==> config.mk <==
export PLATFORM = sky130hd
export DESIGN_NAME = tdm_mux8x1_flat
export DESIGN_NICKNAME = d
export VERILOG_FILES = /design/src/rtl/tdm_mux8x1_pkg.sv /design/src/rtl/tdm_mux8x1_if.sv /design/src/rtl/tdm_mux8x1.sv /design/src/flat_wrapper.sv
export SDC_FILE = /design/constraint.sdc
export NUM_CORES = 1
export LEC_CHECK = 0
export ABC_AREA = 1
export ABC_CLOCK_PERIOD_IN_PS = 1500
export CAP_MARGIN = 40
export CORE_MARGIN = 3
export CORE_UTILIZATION = 45
export DETAILED_ROUTE_END_ITERATION = 8
export GPL_TIMING_DRIVEN = 1
export PLACE_DENSITY_LB_ADDON = 0.2
export SKIP_LAST_GASP = 1
export SLEW_MARGIN = 0
export SYNTH_ARGS = -nofsm -noshare
export SYNTH_HDL_FRONTEND = slang
export SYNTH_SLANG_ARGS = --single-unit
==> constraint.sdc <==
create_clock -name clk -period 1.5 [get_ports clk]
set_input_delay 0.225 -clock clk [delete_from_list [all_inputs] [get_ports clk]]
set_output_delay 0.225 -clock clk [all_outputs]
set_load 0.02 [all_outputs]
==> src/rtl/tdm_mux8x1_pkg.sv <==
// Shared constants and state encoding for the 8-lane TDM mux/demux pair.
// The far-end demux imports the same lane count and select width.
package tdm_mux8x1_pkg;

    localparam int                LANES     = 8;
    localparam int                SEL_W     = 3;
    localparam logic [SEL_W-1:0]  LAST_LANE = 3'd7;

    typedef enum logic {
        IDLE  = 1'b0,
        SHIFT = 1'b1
    } state_t;

endpackage

==> src/rtl/tdm_mux8x1_if.sv <==
// Parallel-word handshake plus tagged lane-sample output of the TDM mux.
// The producer side uses master; the mux itself uses slave.
interface tdm_mux8x1_if #(
    parameter int W = 1
);
    import tdm_mux8x1_pkg::*;

    logic                 in_valid;
    logic                 in_ready;
    logic [LANES*W-1:0]   in_data;
    logic                 hold;
    logic [W-1:0]         dout;
    logic [SEL_W-1:0]     sel;
    logic                 dout_valid;
    logic                 frame_start;
    logic                 frame_done;
    logic                 busy;

    modport master (
        output in_valid, in_data, hold,
        input  in_ready, dout, sel, dout_valid, frame_start, frame_done, busy
    );

    modport slave (
        input  in_valid, in_data, hold,
        output in_ready, dout, sel, dout_valid, frame_start, frame_done, busy
    );

endinterface

==> src/rtl/tdm_mux8x1.sv <==
// Time-division 8:1 serializer: takes one parallel word, emits lanes 0..7 one
// per cycle tagged with their lane select, back-to-back when a new word waits.
module tdm_mux8x1
    import tdm_mux8x1_pkg::*;
#(
    parameter int W = 1
) (
    input  logic         clk,
    input  logic         rst_n,
    tdm_mux8x1_if.slave  bus
);

    state_t              state_q, state_d;
    logic [SEL_W-1:0]    cnt_q, cnt_d;
    logic [LANES*W-1:0]  buf_q, buf_d;
    logic [W-1:0]        dout_q, dout_d;
    logic [SEL_W-1:0]    sel_q, sel_d;
    logic                dv_q, dv_d;
    logic                fs_q, fs_d;
    logic                fd_q, fd_d;
    logic                ready;

    // Acceptance opens in IDLE, or on the last lane when not stalled, so a
    // waiting word follows lane 7 with no bubble.
    assign ready = rst_n & ((state_q == IDLE) |
                            ((state_q == SHIFT) & (cnt_q == LAST_LANE) & ~bus.hold));

    always_comb begin
        // NOTE: every next-state value gets a default first so no path can infer a latch.
        state_d = state_q;
        cnt_d   = cnt_q;
        buf_d   = buf_q;
        dout_d  = dout_q;
        sel_d   = sel_q;
        dv_d    = 1'b0;
        fs_d    = 1'b0;
        fd_d    = 1'b0;

        unique case (state_q)
            IDLE: begin
                if (bus.in_valid) begin
                    buf_d   = bus.in_data;
                    cnt_d   = '0;
                    state_d = SHIFT;
                end
            end
            SHIFT: begin
                if (!bus.hold) begin
                    dout_d = buf_q[int'(cnt_q)*W +: W];
                    sel_d  = cnt_q;
                    dv_d   = 1'b1;
                    fs_d   = (cnt_q == '0);
                    fd_d   = (cnt_q == LAST_LANE);
                    if (cnt_q != LAST_LANE) begin
                        cnt_d = cnt_q + SEL_W'(1);
                    end else if (bus.in_valid) begin
                        buf_d = bus.in_data;
                        cnt_d = '0;
                    end else begin
                        state_d = IDLE;
                    end
                end
            end
            default: state_d = IDLE;
        endcase
    end

    // NOTE: sequential state uses non-blocking assignments so every register samples pre-edge values.
    always_ff @(posedge clk or negedge rst_n) begin
        if (!rst_n) begin
            state_q <= IDLE;
            cnt_q   <= '0;
            buf_q   <= '0;
            dout_q  <= '0;
            sel_q   <= '0;
            dv_q    <= 1'b0;
            fs_q    <= 1'b0;
            fd_q    <= 1'b0;
        end else begin
            state_q <= state_d;
            cnt_q   <= cnt_d;
            buf_q   <= buf_d;
            dout_q  <= dout_d;
            sel_q   <= sel_d;
            dv_q    <= dv_d;
            fs_q    <= fs_d;
            fd_q    <= fd_d;
        end
    end

    assign bus.in_ready    = ready;
    assign bus.dout        = dout_q;
    assign bus.sel         = sel_q;
    assign bus.dout_valid  = dv_q;
    assign bus.frame_start = fs_q;
    assign bus.frame_done  = fd_q;
    assign bus.busy        = (state_q == SHIFT);

endmodule

==> src/flat_wrapper.sv <==
// flat-port wrapper written by rule: the top's interface ports become plain ports
module tdm_mux8x1_flat import tdm_mux8x1_pkg::*;
#(
    parameter int W = 1
)
  (clk, rst_n, bus_in_valid, bus_in_data, bus_hold, bus_in_ready, bus_dout, bus_sel, bus_dout_valid, bus_frame_start, bus_frame_done, bus_busy);
  tdm_mux8x1_if #(.W(W)) bus_i ();
  input  logic clk;
  input  logic rst_n;
  input wire logic [$bits(bus_i.in_valid)-1:0] bus_in_valid;
  input wire logic [$bits(bus_i.in_data)-1:0] bus_in_data;
  input wire logic [$bits(bus_i.hold)-1:0] bus_hold;
  output wire logic [$bits(bus_i.in_ready)-1:0] bus_in_ready;
  output wire logic [$bits(bus_i.dout)-1:0] bus_dout;
  output wire logic [$bits(bus_i.sel)-1:0] bus_sel;
  output wire logic [$bits(bus_i.dout_valid)-1:0] bus_dout_valid;
  output wire logic [$bits(bus_i.frame_start)-1:0] bus_frame_start;
  output wire logic [$bits(bus_i.frame_done)-1:0] bus_frame_done;
  output wire logic [$bits(bus_i.busy)-1:0] bus_busy;
  assign bus_i.in_valid = bus_in_valid;
  assign bus_i.in_data = bus_in_data;
  assign bus_i.hold = bus_hold;
  assign bus_in_ready = bus_i.in_ready;
  assign bus_dout = bus_i.dout;
  assign bus_sel = bus_i.sel;
  assign bus_dout_valid = bus_i.dout_valid;
  assign bus_frame_start = bus_i.frame_start;
  assign bus_frame_done = bus_i.frame_done;
  assign bus_busy = bus_i.busy;
  tdm_mux8x1 #(.W(W)) u_core (.clk(clk), .rst_n(rst_n), .bus(bus_i));
endmodule
==> summary.txt <==
Global routing
  – Initial antenna violation count: 0
  – Largest net degree at the start of global routing: 20
  – First-pass GRT wire length: 3190 um
  – Number of global-route vias before repair: 771
  – GRT Total Usage: 16.4%
  – Grt ovf: 0

CTS
  – CTS tree: done
  – Num CTS Buffers: 3
  – Max Root-Sink Buffers: 2
  – H-tree depth: 1
  – Root Buffer: clkbuf_4
  – Clock Latency Late Sink: 0.29 ns
  – Num Clock Sinks: 19
  – Reg clk slew, reported paths: roughly 0.10 ns

Route
  – Post-detailed-route DRC marker count: 0
  – Initial DRC Count: 12
  – Vias/cell: 4.80
  – Pre-antenna DRT Iters: 5
  – Final WL: between 1500 and 2000 um
  – DR vias: 788
  – Wire length per cell: 11.9 um
  – Post-route ant nets: 0

Run status
  – Violated checks: negative setup slack
  – Status: finished, violations left

Flow run
  – MaxCap Viol Count: 0

Pwr
  – Logic pwr share: between 40% and 50%
  – Clock power frac: 12.0%
  – PwrDens: 1570 nW/um^2
  – Peak VDD IR: 0.861 mV
  – Static Leak: 0.687 nW
  – Reg power frac: ~40%
  – Sw Pwr: ~800 uW
  – Overall power: 2.07 mW
  – Int Pwr: 1.27 mW
  – Switch share: roughly two fifths

Floorplan
  – Die height: 50.8 um
  – Initial Util: between 50% and 60%
  – Boundary pin count: 21
  – Die Area: 2580 um^2
  – Num rows: 15
  – Die width: 50.8 um
  – Core Area: around 1800 um^2

Layout
  – NumNets Final: 156
  – # diodes: 0
  – Footprint of the multi-input gates: 414 um^2
  – Share of cells above drive strength 1: 26.6%
  – Fillers: ~140
  – Register area: 475 um^2
  – Fin area: 1310 um^2
  – Area Overhead vs Synth: 45.2%
  – Final Util: 72.9%

Placement
  – Half-perimeter wire length after placement: 1390 um
  – RePlAce Congestion: 0.833
  – PortBufs: 20
  – Post-place instance area: around 1200 um^2

STA
  – Minimum clock period: roughly 1.6 ns
  – Setup_tns: -0.136 ns
  – Max-slew headroom: 83.8%
  – Slew Viols, Final: 0
  – Tcrit/Tclk final: 109%
  – Final hold violation count: 0
  – Unrepaired setup endpoints after global routing: yes
  – Worst Tran Pin Value: 0.242 ns
  – Maximum clock rate: just over 600 MHz
  – Worst Skew: 0.00313 ns
  – Setup-failing EPs final: 1
  – Setup ws final: -0.136 ns

Worst hold path
  – Hold Path Class: primary input to asynchronous set/reset pin

Worst setup path
  – CP endpoint kind: output pin
  – Reg2reg end: u_core.buf_q[7]$_DFFE_PN0P_
  – Reg2Reg Depth: 8
  – WP data arrival: 1.41 ns
  – Critical path required time: between 1 and 1.5 ns
  – Crit path launch type: flop
  – Largest fanout on the critical path: 2
  – Reg2reg setup slack: 0.02 ns
  – Worst R2R Start: u_core.cnt_q[0]$_DFFE_PN0N_
  – Setup Crit Path Kind: flop to output pin

Yosys
  – Mapped cell area: 905 um^2
  – Post-synthesis compound-gate area fraction: 8.58%
  – Yosys warns: 0
  – Mux share of post-synthesis cell area: 0%
  – Average cell area after synthesis: 8.70 um^2
  – Synth Net Count: 120
  – XOR/XNOR share of the synthesized area: 0%
  – Main combinational cell family by area after synthesis: simple AND/OR/NAND/NOR gates
  – Post-Syn Instances: 104
  – Post-synthesis adder-cell area fraction: 5.53%
  – Post-Synth Simple-Gate Area: about a quarter
  – Number of synthesized register bits: 19
  – Post-synthesis sequential area ratio: 52.6%
  – Cell variety after synth: 13
-- how the worst max path moves through the flow --
stage,startpoint,endpoint,cells after the start
detailed placement,u_core.cnt_q[0]$_DFFE_PN0N_,bus_in_ready,7
global route,u_core.cnt_q[0]$_DFFE_PN0N_,bus_in_ready,7
global placement,u_core.cnt_q[0]$_DFFE_PN0N_,bus_in_ready,7
finish,u_core.cnt_q[0]$_DFFE_PN0N_,bus_in_ready,7
floorplan,u_core.cnt_q[0]$_DFFE_PN0N_,bus_in_ready,6
CTS,u_core.cnt_q[1]$_DFFE_PN0N_,bus_in_ready,7
-- flip-flops by register name, summed over array words and instances, names as in the netlist --
register                count
u_core.buf_q                8
u_core.bus.sel              3
u_core.cnt_q                3
u_core.bus.busy             1
u_core.bus.dout             1
u_core.bus.dout_valid       1
u_core.bus.frame_done       1
u_core.bus.frame_start      1
-- cell usage in the layout, fill, tap and decap left out, types with 2 or more instances in the layout --
cell type / netlist / final
a21oi_1: 5 / 4
buf_4: 0 / 11
clkbuf_4: 0 / 3
clkdlybuf4s50_1: 0 / 13
dfrtp_1: 19 / 19
dlymetal6s2s_1: 0 / 5
ha_4: 0 / 2
inv_1: 19 / 17
inv_2: 0 / 2
nand2_1: 20 / 18
nand2_2: 5 / 6
nand3_1: 10 / 10
nand3_4: 1 / 2
nor2_1: 11 / 6
nor2_2: 0 / 5
o21ai_0: 5 / 5
o21ai_1: 2 / 2
o21ai_2: 2 / 2
-- power by group through the flow --
stage	Clock [mW]	Sequential, mW	Combinational (mW)
2_1_floorplan	0	0.900	0.438
3_3_place_gp	0	0.809	0.848
3_5_place_dp	0	0.820	0.887
4_1_cts	0.257	0.819	0.951
5_1_grt	0.290	0.845	1.11
6_report	0.249	0.827	0.991
-- critical path, cell delays in order (launching register included) --
cell	delay [ns]
dfrtp_1	0.43
ha_4	0.19
ha_4	0.15
inv_2	0.06
nand2_2	0.06
nand2_2	0.08
nor2_2	0.04
buf_6	0.12
-- cells in the mapped netlist --
library cell | number | share of area [%]
o21ai_1 | 2 | 1.1
inv_1 | 19 | 7.9
a21oi_1 | 5 | 2.8
buf_8 | 1 | 1.7
nand2_1 | 20 | 8.3
dfrtp_1 | 19 | 53
o21ai_2 | 2 | 1.9
ha_1 | 4 | 5.5
nor2_1 | 11 | 4.6
nand3_1 | 10 | 5.5
o21ai_0 | 5 | 2.8
nand3_4 | 1 | 1.9
nand2_2 | 5 | 3.5
-- what timing repair did --
action	4_1_cts	5_1_grt
setup endpoints to repair	2	16
pin swaps	2	4
endpoints found under the hold margin	0	0
hold buffers	0	0
cloned	0	1
buffers inserted	3	0
resized for setup	11	18
-- metal layers --
layer	vias to the layer above	wire (um)	global-route usage [%]
met5	-	0	0
met4	0	46	9.87
met3	7	140	2.92
met2	32	955	27.8
met1	353	815	19.1
li1	396	-	-
-- metrics by stage --
stage / setup WS (ns) / hold slack [ns] / instances
global placement: -0.249 / 0.468 / 156
CTS: -0.162 / 0.353 / 163
global route: -0.216 / 0.393 / 164
finish: -0.136 / 0.375 / 164
floorplan: 0.0840 / -0.0706 / 104
detailed placement: -0.306 / 0.472 / 156
-- final cells by class --
class,instances,share of cell area [%]
clock buffer,4,2.00
inverter,19,5.43
multi-input combinational,66,31.5
sequential,19,36.2
tap,25,2.38
timing repair buffer,31,22.5
-- cell families after synthesis --
family	count (synthesis)
AO/OA/AOI/OAI	14
adder cells (fa/ha/maj)	4
buffers and inverters	20
flip-flops	19
AND/OR/NAND/NOR	47
(Power assumes the default switching activity.)
